$ cat src/rtl/grid_io_param.sv
// Parameterised I/O tile: serial configuration chain with a shadowed active
// configuration, per-pad direction/inversion control and optional input synchronizer.
module grid_io_param #(
    parameter int NUM_IO = 4
) (
    input  logic              prog_clk,
    input  logic              prog_reset,
    input  logic              ccff_head,
    input  logic              ccff_shift_en,
    input  logic              cfg_commit,
    input  logic              isol_n,
    input  logic [NUM_IO-1:0] gfpga_pad_io_soc_in,
    input  logic [NUM_IO-1:0] io_outpad,
    output logic              ccff_tail,
    output logic [NUM_IO-1:0] gfpga_pad_io_soc_dir,
    output logic [NUM_IO-1:0] gfpga_pad_io_soc_out,
    output logic [NUM_IO-1:0] io_inpad,
    output logic              cfg_loaded
);

    localparam int CFG_W   = 3;
    localparam int CHAIN_W = NUM_IO * CFG_W;
    localparam int CNT_W   = $clog2(CHAIN_W + 1);

    logic [CHAIN_W-1:0] r_chain;
    logic [CHAIN_W-1:0] r_active;
    logic [CNT_W-1:0]   r_cnt;
    logic [NUM_IO-1:0]  r_sync1;
    logic [NUM_IO-1:0]  r_sync2;

    logic               w_full;
    logic [NUM_IO-1:0]  w_oe;
    logic [NUM_IO-1:0]  w_in_sync;
    logic [NUM_IO-1:0]  w_out_inv;
    logic [NUM_IO-1:0]  w_isol_mask;

    assign w_full = (r_cnt == CNT_W'(CHAIN_W));

    // Commit samples the pre-edge chain, so a shift in the same cycle does not leak in.
    always_ff @(posedge prog_clk) begin
        if (prog_reset) begin
            r_chain  <= '0;
            r_active <= '0;
            r_cnt    <= '0;
            r_sync1  <= '0;
            r_sync2  <= '0;
        end else begin
            r_sync1 <= gfpga_pad_io_soc_in;
            r_sync2 <= r_sync1;
            if (ccff_shift_en) begin
                r_chain <= {r_chain[CHAIN_W-2:0], ccff_head};
            end
            if (cfg_commit) begin
                r_active <= r_chain;
            end
            if (cfg_commit) begin
                r_cnt <= '0;
            end else if (ccff_shift_en && !w_full) begin
                r_cnt <= r_cnt + CNT_W'(1);
            end
        end
    end

    always_comb begin
        w_oe      = '0;
        w_in_sync = '0;
        w_out_inv = '0;
        for (int k = 0; k < NUM_IO; k++) begin
            w_oe[k]      = r_active[CFG_W*k];
            w_in_sync[k] = r_active[CFG_W*k+1];
            w_out_inv[k] = r_active[CFG_W*k+2];
        end
    end

    // Isolation is purely a combinational mask; no state is touched by it.
    assign w_isol_mask          = {NUM_IO{isol_n}};
    assign ccff_tail            = r_chain[CHAIN_W-1];
    assign cfg_loaded           = w_full;
    assign gfpga_pad_io_soc_dir = w_oe & w_isol_mask;
    assign gfpga_pad_io_soc_out = (io_outpad ^ w_out_inv) & w_oe & w_isol_mask;
    assign io_inpad             = ((w_in_sync & r_sync2) | (~w_in_sync & gfpga_pad_io_soc_in))
                                  & w_isol_mask;

endmodule

$ cat config.mk
export PLATFORM = sky130hd
export DESIGN_NAME = grid_io_param
export DESIGN_NICKNAME = d
export VERILOG_FILES = /design/src/rtl/grid_io_param.sv
export SDC_FILE = /design/constraint.sdc
export NUM_CORES = 1
export LEC_CHECK = 0
export ABC_AREA = 1
export BUFFER_PORTS_ARGS = -buffer_cell sky130_fd_sc_hd__buf_2
export CAP_MARGIN = 20
export CORE_ASPECT_RATIO = 1.5
export CORE_UTILIZATION = 45
export CTS_CLUSTER_SIZE = 25
export DETAILED_ROUTE_END_ITERATION = 10
export PLACE_DENSITY = 0.66
export SETUP_SLACK_MARGIN = 0.5
export SLEW_MARGIN = 20
export SYNTH_ARGS = -nofsm -noshare
export SYNTH_HDL_FRONTEND = slang
export SYNTH_SLANG_ARGS = --single-unit
$ cat constraint.sdc
create_clock -name prog_clk -period 1.2 [get_ports prog_clk]
set_input_delay 0.24 -clock prog_clk [delete_from_list [all_inputs] [get_ports prog_clk]]
set_output_delay 0.24 -clock prog_clk [all_outputs]
set_load 0.1 [all_outputs]
==> key figures <==
Global route
  – First-pass GRT wire length: around 5.3 mm
  – Number of global-route vias before repair: 1275
  – Total track usage: between 20% and 30%
  – Largest net degree at the start of global routing: 23
  – Remaining Overflow, GRT: 0
  – Initial antenna violation count: 0

Synthesis
  – Yosys warnings: 0
  – Sequential share of the synthesized area: 50.6%
  – Area contributors post-synth: dfxtp_1 (51%), nand2_1 (14%), a21oi_1 (9.8%), nor2_1 (7.9%), inv_1 (4.5%)
  – Post-Synthesis Cells: approximately 190
  – #FFs+latches synth: 36
  – Largest area contributor in the netlist: dfxtp_1
  – Syn Nets: 207
  – Most frequent cell after synthesis: nand2_1
  – Async set-reset flop share out of synthesis: 0%
  – Post-Synthesis Cell Area: around 0.0014 mm2
  – Top cell type's share of synthesized area: ~50%
  – Distinct cell type count after synthesis: 18
  – Avg Synthesized Cell Area: 7.46 um2
  – Synth cell count leaders: nand2_1 (55), dfxtp_1 (36), nor2_1 (30)
  – Dominant synthesized flop cell: dfxtp_1
  – EDFF count, synth: 0

STA
  – Minimum clock period: between 1 and 1.5 ns
  – Setup WS post-layout: -0.228 ns
  – Clock Skew: approximately 0.0042 ns
  – Worst hold margin: ~0.18 ns
  – Final worst path period share: 119%
  – Final setup viols: 17
  – Fin. max-slew vios: 0
  – Setup TNS: -1.28 ns
  – Final Hold Viols: 0
  – Max-slew headroom: 79.0%
  – Worst-margin pin slew: about 0.31 ns
  – Max frequency: ~700 MHz
  – RSZ-0062 raised after global routing: yes

Min path
  – HP Class: primary input to register

Worst setup path
  – CP Buf/Inv Count: 3
  – Critical path's top delay family: flip-flops
  – Cell Chain, Critical Path: inv_2 -> ha_4 -> nand3_4 -> clkinvlp_4 -> buf_12
  – WP data required: 0.96 ns
  – CP Capture Type: output port
  – Worst Path Arrival: roughly 1.2 ns
  – Max FO, Critical Path: 2
  – Critical path's slowest cell: dfxtp_2
  – Startpoint types: register
  – Max incr delay on CP: roughly 0.35 ns
  – Setup CP Type: register to output port

Layout
  – Fill count: about 190
  – Area of the multi-input gates: 806 um2
  – Antenna Diode Count: 0
  – NumNets Final: about 250
  – Final Non-Filler Cells: between 200 and 300
  – Synthesis-to-layout area growth: 59.4%
  – Layout cells sized above 1: about half
  – Register area: roughly 750 um2

Routing
  – Drt first pass iters: 4
  – Routed wire length per instance: 13.0 um
  – DRC violations left: 0
  – DRT iter0 DRCs: 55
  – Antenna violation net count after detailed routing: 0
  – Via count: around 1300
  – DR vias/cell: 4.93
  – Final WL: approximately 3.5 mm

Outcome
  – Failing checks: negative setup slack
  – Outcome: finished with violations

Clock network
  – CTS tree: yes
  – Root Buffer: clkbuf_8
  – Clock sinks: 36
  – CTS max path bufs: 2
  – Clock-pin slew on the worst setup and hold paths: roughly 0.070 ns
  – Worst-Skew Late Latency: approximately 0.29 ns
  – TritonCTS buffer count: 5
  – H-tree levels: 2

Die
  – Die area: between 0.003 and 0.004 mm2
  – CORE AREA: 0.00297 mm2
  – Die H: around 71 um
  – Io pins: 28
  – Initial core utilization: about 48%
  – Number of placement rows: 24
  – Die Wd: around 48 um

Place
  – Placed insts: between 200 and 300
  – DP HPWL: about 2.2 mm
  – Pre-CTS WS: approximately 0.019 ns
  – IO Port Bufs: 27
  – Routability cong.: 0.733

Flow run
  – MaxCap Viol Count: 0

Pwr
  – Post-layout power: about 2400 uW
  – Sw Pwr: 615 uW
  – Sw Share: about a quarter
  – Power per cell area: roughly 1100 mW/mm2
  – Maximum vdd drop: around 0.0011 V
  – Share of total power in combinational logic: between 10% and 20%
  – P_leak: a little under 0.0009 uW
  – P_int: between 1500 and 2000 uW
  – Clk pwr share: 36.4%
  – Flop pwr share: ~51%
[area by class of cell]
cell class / instances / area share, %
clock buffer: 8 / 3.96
inverter: 19 / 4.19
multi-input combinational: 127 / 35.5
sequential: 36 / 33.1
tap: 39 / 2.15
timing repair buffer: 42 / 21.1
[flip-flops by register name, summed over array words and instances, names as in the netlist]
register / flops
r_active: 12
r_chain: 12
r_sync1: 4
r_sync2: 4
r_cnt: 4
[per-stage QoR]
stage | utilization (%) | cell area [um2]
final | 76.4 | 2270
after detailed placement | 65.4 | 1940
after global placement | 65.4 | 1940
after floorplan | - | 1580
after global routing | 76.4 | 2270
after CTS | 72.2 | 2150
[routing by layer]
layer / up-vias / routed length, um / track usage (%)
li1: 668 / - / -
met1: 630 / 1320 / 23.4
met2: 30 / 1980 / 37.5
met3: 7 / 122 / 8.42
met4: 0 / 81 / 10.2
met5: - / 0 / 0
[power groups by stage]
stage          logic, uW  registers (uW)  clock network, uW
2_1_floorplan        187            1250                  0
5_1_grt              330            1220                948
6_report             307            1220                877
4_1_cts              289            1220                898
3_5_place_dp         270            1250                  0
3_3_place_gp         261            1250                  0
[layout by cell type, fill, tap and decap left out, drive strengths merged]
| cell type | synthesis | layout |
|---|---|---|
| nand2 | 56 | 56 |
| a31oi | 1 | 1 |
| clkbuf | 1 | 9 |
| dfxtp | 36 | 36 |
| a21oi | 28 | 28 |
| ha | 2 | 2 |
| inv | 19 | 14 |
| xnor2 | 4 | 4 |
| buf | 8 | 41 |
| nand4 | 2 | 2 |
| nand3 | 2 | 2 |
| o21ai | 2 | 2 |
| clkinvlp | 0 | 5 |
| nor2 | 30 | 30 |
[tightest hold or removal path, cell delays in order]
cell and delay [ns]:
buf_2 0.07, inv_1 0.05, nor2_1 0.08
[cell families after synthesis]
group | after synthesis | synth area share, %
flip-flops | 36 | 50.6
adder cells (fa/ha/maj) | 2 | 1.76
XOR/XNOR | 4 | 2.46
AO/OA/AOI/OAI | 31 | 11.0
AND/OR/NAND/NOR | 90 | 24.8
buffers and inverters | 28 | 9.48
[final timing paths]
path	from	to	slack [ns]	depth (start not counted)
worst max-delay path	r_cnt[0]	cfg_loaded	-0.23	5
worst min-delay path	gfpga_pad_io_soc_in[2]	r_sync1[2]	0.18	3
worst max register to register	r_cnt[0]	r_cnt[0]	-0.08	9
worst min register to register	r_sync1[2]	r_sync2[2]	0.42	2
[what timing repair did]
| item | CTS | global route |
|---|---|---|
| hold buffers | 0 | 0 |
| pin swaps | 8 | 4 |
| endpoints found under the setup margin | 18 | 24 |
| gates resized for setup | 23 | 26 |
| buffers inserted | 5 | 4 |
Note: power is estimated with default switching activity, not from simulation.
